--- src/rtl/osc_bank_sampler.sv ---
// osc_bank_sampler: gated measurement controller for a ring-oscillator bank.
// A START clears the bank, runs it for WINDOW cycles and waits SETTLE_CYCLES
// for the counts to freeze. It then walks the channels one per cycle to
// produce SUM, MAX and MAX_INDEX, and finally pulses DONE.
// Optional feature macro: OSC_BANK_SAMPLER_CHANNEL_STORE_EN adds a
// per-channel register file that is read back via CH_SEL / CH_COUNT.
// Handshake: START is a request that is taken only while idle (BUSY=0).
// DONE is a one-cycle valid pulse for SUM/MAX/MAX_INDEX. There is no
// back-pressure. ABORT cancels any non-idle state without producing a DONE.
module osc_bank_sampler #(
  parameter int COUNTER_LENGTH = 16,
  parameter int BANK_SIZE      = 16,
  parameter int WINDOW_LENGTH  = 20,
  parameter int SETTLE_CYCLES  = 4,
  localparam int SUM_LENGTH    = COUNTER_LENGTH + $clog2(BANK_SIZE),
  localparam int IDX_LENGTH    = $clog2(BANK_SIZE)
) (
  input  logic                                CLOCK,
  input  logic                                RESET,
  input  logic                                START,
  input  logic                                ABORT,
  input  logic [WINDOW_LENGTH-1:0]            WINDOW,
  input  logic [BANK_SIZE*COUNTER_LENGTH-1:0] OSC_COUNT,
  output logic                                OSC_CLEAR,
  output logic                                OSC_RUN,
  output logic                                BUSY,
  output logic                                DONE,
  output logic [SUM_LENGTH-1:0]               SUM,
  output logic [COUNTER_LENGTH-1:0]           MAX,
  output logic [IDX_LENGTH-1:0]               MAX_INDEX,
  input  logic [IDX_LENGTH-1:0]               CH_SEL,
  output logic [COUNTER_LENGTH-1:0]           CH_COUNT
);

  localparam int SETTLE_W = $clog2(SETTLE_CYCLES + 1);

  typedef enum logic [2:0] {
    ST_IDLE, ST_CLEAR, ST_RUN, ST_SETTLE, ST_ACCUM, ST_DONE
  } state_t;

  // state_q is the observable FSM state for checkers
  state_t                    state_q, state_d;
  logic [WINDOW_LENGTH-1:0]  win_cnt_q;
  logic [SETTLE_W-1:0]       settle_cnt_q;
  logic [IDX_LENGTH-1:0]     ch_idx_q;
  logic [SUM_LENGTH-1:0]     shadow_sum_q;
  logic [COUNTER_LENGTH-1:0] shadow_max_q;
  logic [IDX_LENGTH-1:0]     shadow_idx_q;

  logic [COUNTER_LENGTH-1:0] ch_val;
  logic [SUM_LENGTH-1:0]     sum_d;
  logic [COUNTER_LENGTH-1:0] max_d;
  logic [IDX_LENGTH-1:0]     idx_d;
  logic                      last_ch;
  logic                      commit;

  // Current channel and the running sum/max including it
  always_comb begin
    ch_val  = OSC_COUNT[int'(ch_idx_q)*COUNTER_LENGTH +: COUNTER_LENGTH];
    sum_d   = shadow_sum_q + SUM_LENGTH'(ch_val);
    max_d   = shadow_max_q;
    idx_d   = shadow_idx_q;
    if (ch_val > shadow_max_q) begin
      max_d = ch_val;
      idx_d = ch_idx_q;
    end
    last_ch = (ch_idx_q == IDX_LENGTH'(BANK_SIZE - 1));
  end

  // Next-state logic; ABORT overrides everything outside IDLE
  always_comb begin
    state_d = state_q;
    case (state_q)
      ST_IDLE:   if (START) state_d = ST_CLEAR;
      ST_CLEAR:  state_d = ST_RUN;
      ST_RUN:    if (win_cnt_q == WINDOW_LENGTH'(1)) state_d = ST_SETTLE;
      ST_SETTLE: if (settle_cnt_q == SETTLE_W'(1)) state_d = ST_ACCUM;
      ST_ACCUM:  if (last_ch) state_d = ST_DONE;
      ST_DONE:   state_d = ST_IDLE;
      default:   state_d = ST_IDLE;
    endcase
    if (ABORT && (state_q != ST_IDLE)) state_d = ST_IDLE;
  end

  // Results are published on the edge that enters DONE (never after ABORT)
  assign commit = (state_q == ST_ACCUM) && (state_d == ST_DONE);

  // State, counters, shadow accumulators and registered outputs
  always_ff @(posedge CLOCK or posedge RESET) begin
    if (RESET) begin
      state_q      <= ST_IDLE;
      win_cnt_q    <= '0;
      settle_cnt_q <= '0;
      ch_idx_q     <= '0;
      shadow_sum_q <= '0;
      shadow_max_q <= '0;
      shadow_idx_q <= '0;
      OSC_CLEAR    <= 1'b0;
      OSC_RUN      <= 1'b0;
      BUSY         <= 1'b0;
      DONE         <= 1'b0;
      SUM          <= '0;
      MAX          <= '0;
      MAX_INDEX    <= '0;
    end else begin
      state_q   <= state_d;
      OSC_CLEAR <= (state_d == ST_CLEAR);
      OSC_RUN   <= (state_d == ST_RUN);
      BUSY      <= (state_d != ST_IDLE);
      DONE      <= (state_d == ST_DONE);
      case (state_q)
        ST_IDLE: begin
          // A zero window still runs the bank for one cycle
          if (START) win_cnt_q <= (WINDOW == '0) ? WINDOW_LENGTH'(1) : WINDOW;
        end
        ST_RUN: begin
          win_cnt_q    <= win_cnt_q - WINDOW_LENGTH'(1);
          settle_cnt_q <= SETTLE_W'(SETTLE_CYCLES);
        end
        ST_SETTLE: begin
          settle_cnt_q <= settle_cnt_q - SETTLE_W'(1);
          ch_idx_q     <= '0;
          shadow_sum_q <= '0;
          shadow_max_q <= '0;
          shadow_idx_q <= '0;
        end
        ST_ACCUM: begin
          ch_idx_q     <= ch_idx_q + IDX_LENGTH'(1);
          shadow_sum_q <= sum_d;
          shadow_max_q <= max_d;
          shadow_idx_q <= idx_d;
        end
        default: ;
      endcase
      if (commit) begin
        SUM       <= sum_d;
        MAX       <= max_d;
        MAX_INDEX <= idx_d;
      end
    end
  end

`ifdef OSC_BANK_SAMPLER_CHANNEL_STORE_EN
  logic [COUNTER_LENGTH-1:0] shadow_store_q [BANK_SIZE];
  logic [COUNTER_LENGTH-1:0] store_q        [BANK_SIZE];

  // Capture channels during ACCUM, publish the full file with SUM, read back
  always_ff @(posedge CLOCK or posedge RESET) begin
    if (RESET) begin
      for (int i = 0; i < BANK_SIZE; i++) begin
        shadow_store_q[i] <= '0;
        store_q[i]        <= '0;
      end
      CH_COUNT <= '0;
    end else begin
      if (state_q == ST_ACCUM) shadow_store_q[ch_idx_q] <= ch_val;
      if (commit) begin
        for (int i = 0; i < BANK_SIZE; i++) begin
          store_q[i] <= (i == BANK_SIZE - 1) ? ch_val : shadow_store_q[i];
        end
      end
      CH_COUNT <= (int'(CH_SEL) < BANK_SIZE) ? store_q[CH_SEL] : '0;
    end
  end
`else
  // No channel store: readback is constant zero. CH_SEL is masked to zero
  // here only so the input is consumed.
  assign CH_COUNT = {COUNTER_LENGTH{1'b0}} & {COUNTER_LENGTH{^CH_SEL}};
`endif

endmodule

--- config.mk ---
export PLATFORM = sky130hd
export DESIGN_NAME = osc_bank_sampler
export DESIGN_NICKNAME = d
export VERILOG_FILES = /design/src/rtl/osc_bank_sampler.sv
export SDC_FILE = /design/constraint.sdc
export NUM_CORES = 1
export LEC_CHECK = 0
export CORE_MARGIN = 3
export CORE_UTILIZATION = 40
export CTS_CLUSTER_SIZE = 14
export DETAILED_ROUTE_END_ITERATION = 16
export PLACE_DENSITY = 0.79
export SETUP_SLACK_MARGIN = 0.5
export SLEW_MARGIN = 30
export SYNTH_ARGS = -nofsm -noshare
export SYNTH_HDL_FRONTEND = slang
export SYNTH_SLANG_ARGS = --single-unit
--- constraint.sdc ---
create_clock -name CLOCK -period 4.6 [get_ports CLOCK]
set_input_delay 1.15 -clock CLOCK [delete_from_list [all_inputs] [get_ports CLOCK]]
set_output_delay 1.15 -clock CLOCK [all_outputs]
set_load 0.02 [all_outputs]
==> flow_metrics.tcl, run 1 <==
set metrics [dict create \
    status "finished, final reports clean" \
    syn_inst 807 \
    antenna_found_initial 2 \
    syn_area_per_cell_sq_um 10.2 \
    cp_slowest_cell "mux4_2" \
    ys_seq_elements 114 \
    die_x_um 150 \
    r2r_slack_ns 0.75 \
    fmax_ghz 0.247 \
    synth_ff_type "dfrtp_1" \
    crit_buf_inv 3 \
    cts_root_buf "clkbuf_16" \
    drc 0 \
    portBuffers 323 \
    grt_max_degree 115 \
    hold_viol 0 \
    yosysSeqAreaShare_pct 34.6 \
    synth-edff-count 0 \
    cts_hold_buf 0 \
    synth_top_family_by_area "compound AO/OA/AOI/OAI gates" \
    fillers 1518 \
    synth.most_common_cell "dfrtp_1" \
    synthAdderAreaFrac_pct 5.86 \
    path_delay_family "simple AND/OR/NAND/NOR gates" \
    synthSimpleGateAreaFrac_pct 12.6 \
    hold_path_depth 2 \
    synth_top_area_share_pct 34.6 \
    synthMuxAreaShare_pct 18.1 \
    tns_ns 0 \
    drt-total-wl_mm 31.2 \
    finalPower_mw 5.75 \
    grt_pass1_wl_mm 46.6 \
    min_to "SUM[1]" \
    pre_cts_ws_ns -0.147 \
    setup_viol 0 \
    clock-sinks 114 \
    period_minus_slack_ns 4.05 \
    ant_nets 0 \
    grt.total_usage_pct 27.3 \
    synth_area_sq_um 8250 \
    num_vias 8349 \
    grt_setup_unrepaired "false" \
    drt_iter0_markers 491 \
    synth_xor_xnor_area_share_pct 1.81 \
    vias_per_cell 5.86 \
    worstSetupPathType "in -> reg" \
    clk_latency_ns 0.42 \
    clock_skew_ns 0.0102 \
    min-delay-start "SUM[1]" \
    grt_pass1_vias 8479 \
    hp-class "reg -> reg" \
    cts_buffer_depth 2 \
    p_per_area_nw_per_um2 445 \
    finalCritPeriodShare_pct 88.0 \
    io_pins 344 \
    cp-start-kind "primary input" \
    ys_top_cells_by_area "dfrtp_1 (35%), mux4_2 (17%), ha_1 (5.6%), nand2_1 (4.7%), o21ai_0 (3.2%)" \
    peakVddDrop_uv 349 \
    drive_above_1_share_pct 17.4 \
    slew_viol_final 0 \
    arrival_ns 4.38 \
    finalNonFillerCells 1424 \
    start_util_pct 41.6 \
    syn_to_final_growth_pct 56.9 \
    cts_inserted_buffers 17 \
    maxCapViolCount 0 \
    cp_common_cell "buf_4" \
    clkTransAtPathRegs_ns 0.05 \
    r2r-start "ch_idx_q[0]" \
    rr_endpoint "shadow_sum_q[18]" \
    synth_compound_area_share_pct 21.3 \
    r2r_cells 11 \
    gp_congestion 0.943 \
    row_count 51 \
    path_cells "clkdlybuf4s50_1 > mux4_2 > a22oi_2 > nand2_2 > buf_4 > ha_1 > nand2b_1 > a21oi_1 > o2111ai_1 > and4b_2 > buf_4 > or3_1 > a31oi_1" \
    async_reset_ff_share_pct 100 \
    dieHeight_um 150 \
    cts_tree "built" \
    final-seq-area_sq_um 2860 \
    wire_per_inst_um 21.9 \
    tightest_slew_ns 0.915 \
    setup_ws_ns 0.550 \
    cp_max_fo 3 \
    finish.instance_area_sq_um 12900 \
    placed_cell_area_sq_um 12000 \
    ys_types 64 \
    core_sq_um 19800 \
    cts_max_level 4 \
    multi_input_area_sq_um 5190 \
    worstSetupEndpointType "flip-flop" \
    fin_nets 1467 \
    dr.pass1.iters 5 \
    synth_commonest_cells "dfrtp_1 (114), nand2_1 (103), mux4_2 (64)" \
    yosysWarnings 0 \
    power_leakage_nw 5.18 \
    grt_overflow_total 0 \
    synth.largest_area_cell "dfrtp_1" \
    placed_cells 1386 \
    dp_hpwl_mm 24.3 \
    cpPeakStageDelay_ns 0.51 \
    max_slew_margin_pct 39.0 \
    die-area_sq_um 22400 \
    cp_data_required_time_ns 4.93 \
]
-- registers in the layout, indices dropped and copies added (netlist names) --
signal and flops:
shadow_idx_q 4, state_q 3, win_cnt_q 20, OSC_RUN 1
MAX 16, ch_idx_q 4, shadow_sum_q 20, DONE 1
settle_cnt_q 3, BUSY 1, SUM 20, MAX_INDEX 4
shadow_max_q 16, OSC_CLEAR 1
-- worst max-delay path by stage --
stage | start | endpoint | slack, ns | depth (start not counted)
after floorplan | ch_idx_q[0] | shadow_max_q[1] | 0.55 | 15
after global placement | OSC_COUNT[176] | shadow_sum_q[8] | -0.11 | 14
after detailed placement | OSC_COUNT[176] | shadow_sum_q[8] | -0.15 | 14
after CTS | OSC_COUNT[176] | SUM[12] | 0.49 | 14
after global routing | OSC_COUNT[201] | MAX[0] | 0.48 | 12
final | OSC_COUNT[241] | MAX[0] | 0.55 | 13
-- placed cells by master (no fill, tap or decap), types with 5 or more instances in the layout --
master             n
or3_1             11
nor2_1            32
a21o_1            10
a21oi_1           30
o21ai_0           47
mux4_2            64
nor4_1             6
o21a_1             5
a22oi_2           10
clkdlybuf4s50_1  314
nor3_1            14
a22o_1             6
xnor2_1            9
dfrtp_1          112
inv_1             28
nand2b_1           5
buf_12             6
a22oi_1           20
conb_1            16
clkbuf_16         18
buf_4             48
dlymetal6s2s_1     9
xor2_1             8
o311ai_0           9
nand3_1           14
ha_1              32
nand2_1           90
or4_1              6
o211ai_1          12
o311ai_1          10
nand4_1            6
bufinv_16          6
nor2b_1            6
a32o_1            20
nand2_2           13
o2111ai_1         17
a31oi_1            7
-- layout make-up --
class / count / area share [%]
clock buffer: 23 / 3.69
multi-input combinational: 603 / 40.1
antenna: 1 / 0.0193
timing repair buffer: 378 / 29.1
clock inverter: 9 / 1.55
tap: 265 / 2.56
sequential: 114 / 22.1
inverter: 31 / 0.947
-- worst min-delay path, stage by stage, from the launching register on --
cell	delay, ns
dfrtp_1	0.33
nand2_1	0.05
nand2_1	0.05
-- repair_timing --
item / 4_1_cts / 5_1_grt
gates cloned: 0 / 0
buffers inserted: 1 / 4
pin swaps: 5 / 19
gates resized for setup: 21 / 48
setup endpoints to repair: 48 / 58
-- logic make-up after synthesis --
family,Yosys count
multiplexers,69
buffers and inverters,105
other,1
adder cells (fa/ha/maj),38
AND/OR/NAND/NOR,220
flip-flops,114
XOR/XNOR,17
AO/OA/AOI/OAI,243
-- per-stage QoR --
stage	hold slack [ns]	utilization [%]
finish	0.470	65.2
global route	0.499	65.2
CTS	0.475	64.2
detailed placement	0.462	60.4
global placement	0.453	60.4
floorplan	0.439	-
-- per-layer routing --
metal | global-route usage (%) | part of all wire (%) | vias up
met2 | 46.8 | 51 | 399
met4 | 8.38 | 2.7 | 2
met5 | 0 | 0.042 | -
met1 | 32.8 | 38 | 4080
li1 | - | - | 3810
met3 | 9.02 | 8.7 | 58
-- where the power goes --
part	leakage, nW	switching (mW)	internal (mW)	total, mW
clock network	0.324	0.459	1.06	1.52
logic	3.37	1.39	1.36	2.76
registers	1.48	0.238	1.24	1.48
total	5.18	2.09	3.66	5.75
Power figures use the tool's default switching activity.
==> run 2, diff against run 1 <==
Settings changed: CORE_MARGIN 3 to 4.
==> run 2 against run 1 <==
  * Sequential cell count is the same
  * Clock-buffer cell count grew 4
  * Combinational power grew 5%
  * Final cell count grew 1.1%
  * Critical path type unchanged
  * Critical endpoint is now shadow_sum_q[18]
==> flow_metrics.tcl, run 2 (same netlist as run 1, synthesis figures left out) <==
set metrics [dict create \
    start_util_pct 40.8 \
    die_x_um 152 \
    vias_per_cell 5.73 \
    grt_setup_unrepaired "true" \
    cts_hold_buf 0 \
    clkTransAtPathRegs_ns 0.05 \
    status "finished, final reports clean" \
    busiest_layer "met2" \
    finalNonFillerCells 1439 \
    p_int_mw 3.47 \
    crit_buf_inv 1 \
    cts_inserted_buffers 17 \
    final_cell_mix "clkdlybuf4s50_1 (305), dfrtp_1 (112), nand2_1 (90), mux4_2 (64), buf_4 (57)" \
    drt_iter0_markers 541 \
    finish.instance_area_sq_um 13000 \
    hp-class "reg -> reg" \
    maxCapViolCount 0 \
    cp.depth 11 \
    drc 0 \
    slew_viol_final 0 \
    syn_to_final_growth_pct 57.6 \
    swShare_pct 38.0 \
    max_slew_margin_pct 42.6 \
    drive_above_1_share_pct 18.3 \
    p_seq_share_pct 26.3 \
    dp_hpwl_mm 24.3 \
    grt_use_met3_pct 7.94 \
    drt-total-wl_mm 31.2 \
    path_delay_family "compound AO/OA/AOI/OAI gates" \
    grt_overflow_total 0 \
    tns_ns 0 \
    clock-sinks 114 \
    clock_skew_ns 0.00709 \
    cts_root_buf "clkbuf_16" \
    grt_pass1_wl_mm 46.1 \
    tightest_slew_ns 0.859 \
    peakVddDrop_uv 292 \
    worstSetupEndpointType "flip-flop" \
    fin_nets 1477 \
    num_vias 8250 \
    cp_max_fo 7 \
    cts_tree "built" \
    cts_buffer_depth 2 \
    finalPower_mw 5.59 \
    placed_cells 1395 \
    cts_max_level 4 \
    antenna_found_initial 3 \
    dr.pass1.iters 5 \
    cpPeakStageDelay_ns 0.55 \
    portBuffers 323 \
    power_leakage_nw 5.26 \
    cp_common_cell "o21a_1" \
    cp_data_required_time_ns 4.94 \
    fillers 1573 \
    p_per_area_nw_per_um2 430 \
    worstSetupPathType "in -> reg" \
    r2r_cells 15 \
    grt_pass1_vias 8350 \
    hold_viol 0 \
    setup_ws_ns 0.546 \
    clk_latency_ns 0.40 \
    holdWs_ns 0.477 \
    switching_power_mw 2.12 \
    fmax_ghz 0.247 \
    period_minus_slack_ns 4.05 \
    largestRegisters "SUM (20), shadow_sum_q (20), win_cnt_q (20)" \
    finalCritPeriodShare_pct 88.1 \
    grt.total_usage_pct 26.4 \
    pwr-share-comb_pct 51.7 \
    cp_slowest_cell "mux4_2" \
    core_sq_um 20200 \
    post-route-util_pct 64.2 \
    clock_power_share_pct 22.0 \
    ant_nets 0 \
    final_common_cell "clkdlybuf4s50_1" \
    row_count 52 \
    grtUsageMet1_pct 32.4 \
    arrival_ns 4.39 \
    dieHeight_um 152 \
    path_cells "clkdlybuf4s50_1 > mux4_2 > a22oi_2 > nand2_2 > ha_4 > o21a_1 > a41oi_2 > o21a_1 > o31a_1 > or4_1 > nand3_1" \
    wire_per_inst_um 21.7 \
    io_pins 344 \
    gp_congestion 0.933 \
    hold_path_depth 2 \
    die-area_sq_um 23000 \
    pre_cts_ws_ns -0.178 \
    grt_max_degree 67 \
    grt_use_met2_pct 45.3 \
    placed_cell_area_sq_um 12000 \
    cp-start-kind "primary input" \
    setup_viol 0 \
]
==> run 2: final timing paths <==
path	endpoint	from	slack [ns]
worst max register to register	SUM[12]	ch_idx_q[0]	0.64
worst min-delay path	SUM[15]	SUM[15]	0.48
worst min register to register	SUM[15]	SUM[15]	0.48
min in group asynchronous	OSC_CLEAR	RESET	1.19
max in group asynchronous	MAX[11]	RESET	2.67
worst max-delay path	shadow_sum_q[18]	OSC_COUNT[165]	0.55
==> run 2: final cells by class <==
| class | instances | area (sq um) | share of cell area (%) |
|---|---|---|---|
| Clock inverter | 5 | 50.0 | 0.385 |
| Timing Repair Buffer | 388 | 3860 | 29.7 |
| Tap cell | 270 | 338 | 2.60 |
| Inverter | 31 | 124 | 0.953 |
| Clock buffer | 27 | 503 | 3.87 |
| Multi-Input combinational cell | 603 | 5270 | 40.5 |
| Antenna cell | 1 | 2.50 | 0.0193 |
| Sequential cell | 114 | 2860 | 22.0 |
==> run 2: power groups by stage <==
stage	registers, mW	clock network [mW]	logic, mW
global route	1.50	1.30	3.15
finish	1.47	1.23	2.89
floorplan	1.47	0	1.57
detailed placement	1.49	0	2.57
CTS	1.46	1.25	2.70
global placement	1.48	0	2.51
==> run 2: per-layer routing <==
metal	up-vias	part of all wire (%)
met2	375	51
li1	3819	-
met1	4004	37
met4	4	2.4
met5	-	0.086
met3	48	9.1
==> run 2: what timing repair did <==
action | CTS | global route
gates cloned | 0 | 0
setup endpoints to repair | 42 | 59
buffers inserted | 7 | 4
pin swaps | 5 | 19
resized for setup | 18 | 71
==> run 2: worst min-delay path, cell delays in order, from the launching register on <==
cell and delay (ns):
dfrtp_1 0.34, nand2_1 0.05, o21ai_0 0.06
